===== src/rtl/apb_demux_n.sv =====
// rtl/apb_demux_n.sv - APB3 1-to-N demultiplexer with decode-error response and error counting
// Optional access timeout is enabled by defining APB_DEMUX_TIMEOUT_EN.
module apb_demux_n #(
  parameter int NUM_SLAVES  = 8,
  parameter int ADDR_W      = 32,
  parameter int DATA_W      = 32,
  parameter int SEL_MSB     = 31,
  parameter int SEL_LSB     = 28,
  parameter int TIMEOUT_CYC = 16
) (
  input  logic                  pclk_i,
  input  logic                  presetn_i,
  input  logic                  psel_i,
  input  logic                  penable_i,
  input  logic                  pwrite_i,
  input  logic [ADDR_W-1:0]     paddr_i,
  input  logic [DATA_W-1:0]     pwdata_i,
  output logic [DATA_W-1:0]     prdata_o,
  output logic                  pready_o,
  output logic                  pslverr_o,
  output logic [NUM_SLAVES-1:0] psel_o,
  output logic [NUM_SLAVES-1:0] penable_o,
  output logic [NUM_SLAVES-1:0] pwrite_o,
  output logic [ADDR_W-1:0]     paddr_o [NUM_SLAVES],
  output logic [DATA_W-1:0]     pwdata_o [NUM_SLAVES],
  input  logic [DATA_W-1:0]     prdata_i [NUM_SLAVES],
  input  logic [NUM_SLAVES-1:0] pready_i,
  input  logic [NUM_SLAVES-1:0] pslverr_i,
  output logic [7:0]            err_cnt_o,
  output logic [ADDR_W-1:0]     last_err_addr_o
);

  localparam int IDX_W = SEL_MSB - SEL_LSB + 1;
  localparam int CNT_W = $clog2(TIMEOUT_CYC + 1);
  localparam logic [IDX_W:0]   NUM_SLV  = (IDX_W + 1)'(NUM_SLAVES);
  localparam logic [CNT_W-1:0] TOUT_LIM = CNT_W'(TIMEOUT_CYC);
`ifdef APB_DEMUX_TIMEOUT_EN
  localparam bit TOUT_EN = 1'b1;
`else
  localparam bit TOUT_EN = 1'b0;
`endif

  typedef enum logic {S_IDLE, S_ACCESS} state_t;

  state_t            state_q, state_d;
  logic [IDX_W-1:0]  idx_q, live_idx;
  logic              dec_err_q, live_dec_err, tout_q;
  logic [CNT_W-1:0]  cnt_q;
  logic [ADDR_W-1:0] addr_q;
  logic              sel_ready, sel_err;
  logic [DATA_W-1:0] sel_rdata;
  logic              setup, err_done, stall;

  assign live_idx     = paddr_i[SEL_MSB:SEL_LSB];
  assign live_dec_err = {1'b0, live_idx} >= NUM_SLV;

  for (genvar k = 0; k < NUM_SLAVES; k++) begin : g_bcast
    assign paddr_o[k]  = paddr_i;
    assign pwdata_o[k] = pwdata_i;
  end
  assign pwrite_o = {NUM_SLAVES{pwrite_i}};

  // Response of the slave latched at setup; never indexed by live paddr_i.
  always_comb begin
    sel_ready = 1'b0;
    sel_err   = 1'b0;
    sel_rdata = '0;
    for (int k = 0; k < NUM_SLAVES; k++) begin
      if (idx_q == IDX_W'(k)) begin
        sel_ready = pready_i[k];
        sel_err   = pslverr_i[k];
        sel_rdata = prdata_i[k];
      end
    end
  end

  always_comb begin
    state_d   = state_q;
    psel_o    = '0;
    penable_o = '0;
    pready_o  = 1'b0;
    pslverr_o = 1'b0;
    prdata_o  = '0;
    case (state_q)
      S_IDLE: begin
        for (int k = 0; k < NUM_SLAVES; k++)
          psel_o[k] = psel_i && (live_idx == IDX_W'(k)) && !live_dec_err;
        if (psel_i && !penable_i) state_d = S_ACCESS;
      end
      S_ACCESS: begin
        for (int k = 0; k < NUM_SLAVES; k++)
          psel_o[k] = psel_i && (idx_q == IDX_W'(k)) && !dec_err_q && !tout_q;
        penable_o = psel_o & {NUM_SLAVES{penable_i}};
        if (dec_err_q || tout_q) begin
          pready_o  = 1'b1;
          pslverr_o = 1'b1;
        end else begin
          pready_o  = sel_ready;
          pslverr_o = sel_err;
          prdata_o  = pwrite_i ? '0 : sel_rdata;
        end
        if (!psel_i || pready_o) state_d = S_IDLE;
      end
      default: state_d = S_IDLE;
    endcase
  end

  assign setup    = (state_q == S_IDLE) && psel_i && !penable_i;
  assign err_done = (state_q == S_ACCESS) && psel_i && (dec_err_q || tout_q);
  assign stall    = (state_q == S_ACCESS) && psel_i && penable_i &&
                    !dec_err_q && !tout_q && !sel_ready;

  always_ff @(posedge pclk_i or negedge presetn_i) begin
    if (!presetn_i) begin
      state_q         <= S_IDLE;
      idx_q           <= '0;
      dec_err_q       <= 1'b0;
      tout_q          <= 1'b0;
      cnt_q           <= '0;
      addr_q          <= '0;
      err_cnt_o       <= '0;
      last_err_addr_o <= '0;
    end else begin
      state_q <= state_d;
      if (setup) begin
        idx_q     <= live_idx;
        dec_err_q <= live_dec_err;
        addr_q    <= paddr_i;
        cnt_q     <= '0;
        tout_q    <= 1'b0;
      end else if (TOUT_EN && stall) begin
        cnt_q <= cnt_q + CNT_W'(1);
        if (cnt_q == TOUT_LIM - CNT_W'(1)) tout_q <= 1'b1;
      end
      if (err_done) begin
        if (err_cnt_o != 8'hFF) err_cnt_o <= err_cnt_o + 8'd1;
        last_err_addr_o <= addr_q;
      end
    end
  end

endmodule


===== config.mk =====
export PLATFORM = sky130hd
export DESIGN_NAME = apb_demux_n
export DESIGN_NICKNAME = d
export VERILOG_FILES = /design/src/rtl/apb_demux_n.sv
export SDC_FILE = /design/constraint.sdc
export NUM_CORES = 1
export LEC_CHECK = 0
export CORE_AREA = 2 2 368 370
export DETAILED_ROUTE_END_ITERATION = 7
export DIE_AREA = 0 0 370 372
export GPL_ROUTABILITY_DRIVEN = 0
export SKIP_CTS_REPAIR_TIMING = 1
export SLEW_MARGIN = 20
export SYNTH_ARGS = -nofsm -noshare
export SYNTH_HDL_FRONTEND = slang
export SYNTH_SLANG_ARGS = --single-unit

===== constraint.sdc =====
create_clock -name pclk_i -period 3.7 [get_ports pclk_i]
set_clock_uncertainty 0.1 [all_clocks]
set_input_delay 0.555 -clock pclk_i [delete_from_list [all_inputs] [get_ports pclk_i]]
set_output_delay 0.555 -clock pclk_i [all_outputs]
set_load 0.1 [all_outputs]

==> results.sh <==
export IMPL_cts_buffer_depth=2
export IMPL_worst_slew_margin_rel_pct=28.91
export IMPL_synth_area_leader_cell="buf_4"
export IMPL_regToRegStartpoint="dec_err_q$_DFFE_PN0P_"
export IMPL_worstPathMaxFanout=15
export IMPL_grt_antenna_before_repair=26
export IMPL_viasPerCell=2.770
export IMPL_grt_pass1_vias=8086
export IMPL_drt_total_wl_um=59620
export IMPL_cts_buffers=9
export IMPL_die_w_um=370
export IMPL_synth_top_family_by_area="buffers and inverters"
export IMPL_ios=951
export IMPL_synthMuxAreaShare_pct=11.80
export IMPL_cp_start_kind="flop"
export IMPL_syn_area_um2=9450
export IMPL_period_minus_slack_ns=3.442
export IMPL_dpl_hpwl_um=51120
export IMPL_seq_area_frac_synth_pct=19.59
export IMPL_yosys_cell_types_count=54
export IMPL_p_total_mw=8.082
export IMPL_r2r_end="err_cnt_o[1]$_DFFE_PN0P_"
export IMPL_fin_area_um2=14710
export IMPL_routed_via_count=8497
export IMPL_synth_compound_area_share_pct=14.30
export IMPL_synth_main_ff_cell="dfrtp_1"
export IMPL_drtAntennaViolNets=0
export IMPL_synth_fp_nets=1484
export IMPL_clock_sinks=74
export IMPL_ys_seq_elements=74
export IMPL_layout_drive_gt1_share_pct=31.95
export IMPL_rsz0062_at_grt="false"
export IMPL_postLayoutCoreUtil_pct=10.96
export IMPL_leakage_nw=5.472
export IMPL_initial_utilization_pct=7.038
export IMPL_finalHoldViolCount=0
export IMPL_core_area_um2=134300
export IMPL_drv_slew=0
export IMPL_placedInstanceArea_um2=14370
export IMPL_reg2reg_depth=3
export IMPL_grt_pass1_wl_um=74600
export IMPL_clk_latency_ns=0.39
export IMPL_synthCells=1142
export IMPL_timing_final_crit_share_pct=93.02
export IMPL_fmax_mhz=290.5
export IMPL_yosysMostFrequentCell="buf_4"
export IMPL_synth_edf_count=0
export IMPL_area_growth_pct=55.67
export IMPL_gr_total_overflow=0
export IMPL_avgRoutedWirePerCell_um=19.43
export IMPL_rows=135
export IMPL_status="complete, no violations"
export IMPL_die_area_um2=137600
export IMPL_drtPass1Iterations=5
export IMPL_max_cap_viol_count=0
export IMPL_port_buffers=662
export IMPL_worstPathArrival_ns=2.79
export IMPL_final_fill_count=15450
export IMPL_die_h_um=372
export IMPL_criticalPathCategory="reg -> out"
export IMPL_h_tree_depth=3
export IMPL_yosysWarnings=0
export IMPL_first_iter_violations=364
export IMPL_yosys_top_cells_area="buf_4, dfrtp_1, mux2_1"
export IMPL_clockRootBuffer="clkbuf_16"
export IMPL_instances_no_fill=3068
export IMPL_synth_xor_area_share_pct=0.6487
export IMPL_synthArstFlopShare_pct=100.0
export IMPL_remaining_drc_errors=0
export IMPL_required_ns=3.04
export IMPL_r2r_slack_ns=1.43
export IMPL_hold_class="in -> async"
export IMPL_synth_fa_ha_area_share_pct=0.1324
export IMPL_ys_top_cells_by_count="buf_4, dfrtp_1, a21oi_1"
export IMPL_grtUsageTotal_pct=8.145
export IMPL_fin_nets=1611
export IMPL_dp_cells=3039
export IMPL_ir_worst_vdd_mv=0.4414
export IMPL_powerDensity_nw_per_um2=549.4
export IMPL_synth_top_area_share_pct=41.39
export IMPL_avgSynthCellArea_um2=8.275
export IMPL_setup_viol=0
export IMPL_clkTransAtPathRegs_ns=0.08
export IMPL_grt_max_degree=64
export IMPL_synth_simple_gate_area_share_pct=8.420
export IMPL_tightest_slew_ns=1.063
export IMPL_end_kind="primary output"
export IMPL_cts_tree="yes"
==> layout make-up <==
class	instances	area, um^2	area share [%]
inverters	27	101.3	0.6889
repair buffers	695	6777	46.06
flip-flops and latches	74	1861	12.65
clock buffers	9	225.2	1.531
clock inverters	7	82.58	0.5613
well taps	1781	2228	15.15
multi-input cells	462	3405	23.14
diodes	13	32.53	0.2211
==> power breakdown <==
group          leakage, nW  internal (mW)  switching, mW  total, mW
logic                 4.43           1.53           4.25       5.78
registers            0.895           1.09          0.208       1.30
clock network        0.145          0.535          0.465       1.00
total                 5.47           3.16           4.92       8.08
==> through the flow <==
stage	hold slack [ns]	setup TNS, ns	worst slack [ns]
after floorplan	0.1594	0	0.1765
after global placement	0.3620	0	0.2954
after detailed placement	0.3684	0	0.2734
after CTS	0.1929	-0.2191	-0.2191
after global routing	0.2450	0	0.09250
final	0.1863	0	0.2582
==> worst max path at each step <==
| stage | cells after the start | slack [ns] | from | end |
|---|---|---|---|---|
| 2_1_floorplan | 6 | 0.18 | addr_q[30]$_DFFE_PN0P_ | pslverr_o |
| 3_3_place_gp | 6 | 0.30 | addr_q[29]$_DFFE_PN0P_ | prdata_o[31] |
| 3_5_place_dp | 6 | 0.27 | addr_q[29]$_DFFE_PN0P_ | prdata_o[31] |
| 4_1_cts | 6 | -0.22 | addr_q[29]$_DFFE_PN0P_ | prdata_o[31] |
| 5_1_grt | 6 | 0.09 | addr_q[29]$_DFFE_PN0P_ | prdata_o[2] |
| 6_report | 6 | 0.26 | addr_q[29]$_DFFE_PN0P_ | prdata_o[2] |
==> state kept, by name, summed over array words and instances, names as in the netlist <==
name	flops
state_q	1
addr_q	32
dec_err_q	1
last_err_addr_o	32
err_cnt_o	8
==> metal layers <==
metal / routed length [um] / vias up / GRT usage (%)
met4: 1284 / 24 / 2.892
met3: 8683 / 79 / 4.957
met1: 23600 / 3959 / 9.478
li1: - / 3652 / -
met2: 25870 / 783 / 12.08
met5: 185 / - / 0.6294
==> kinds of logic (layout without fill, tap and decap cells) <==
group           count (synthesis)  after routing
compound gates                213            213
xor+xnor                        7              7
fa+ha+maj                       1              1
buf+inv                       606            738
flops                          74             74
mux                           100            100
other cells                     0             13
simple gates                  141            141
==> cells in the final DEF (no fill, tap or decap), types with 3 or more instances in the layout <==
cell type,instances
nand2_1,13
mux4_2,3
nor2b_1,3
or2_0,3
and3_1,23
dfrtp_1,71
diode_2,13
nor2_1,29
clkdlybuf4s50_1,343
a21oi_1,49
inv_6,3
nor3_1,8
or3_1,8
mux2_1,42
mux2i_1,36
buf_4,296
inv_1,25
or2_1,4
buf_12,56
a22oi_1,44
o22ai_1,29
nand3_1,8
o21ai_0,39
mux2_2,19
xnor2_1,5
clkbuf_16,9
nand2b_1,22
o2111ai_1,22
a211oi_1,8
o21ai_1,11
==> worst max-delay path, stage by stage (launching register included) <==
cell       delay (ns)
dfrtp_4          0.57
inv_2            0.34
buf_4            0.30
o2111ai_1        0.13
and3_1           0.45
o22ai_1          0.33
buf_12           0.22
No activity file was read; power rests on OpenSTA's default activity.
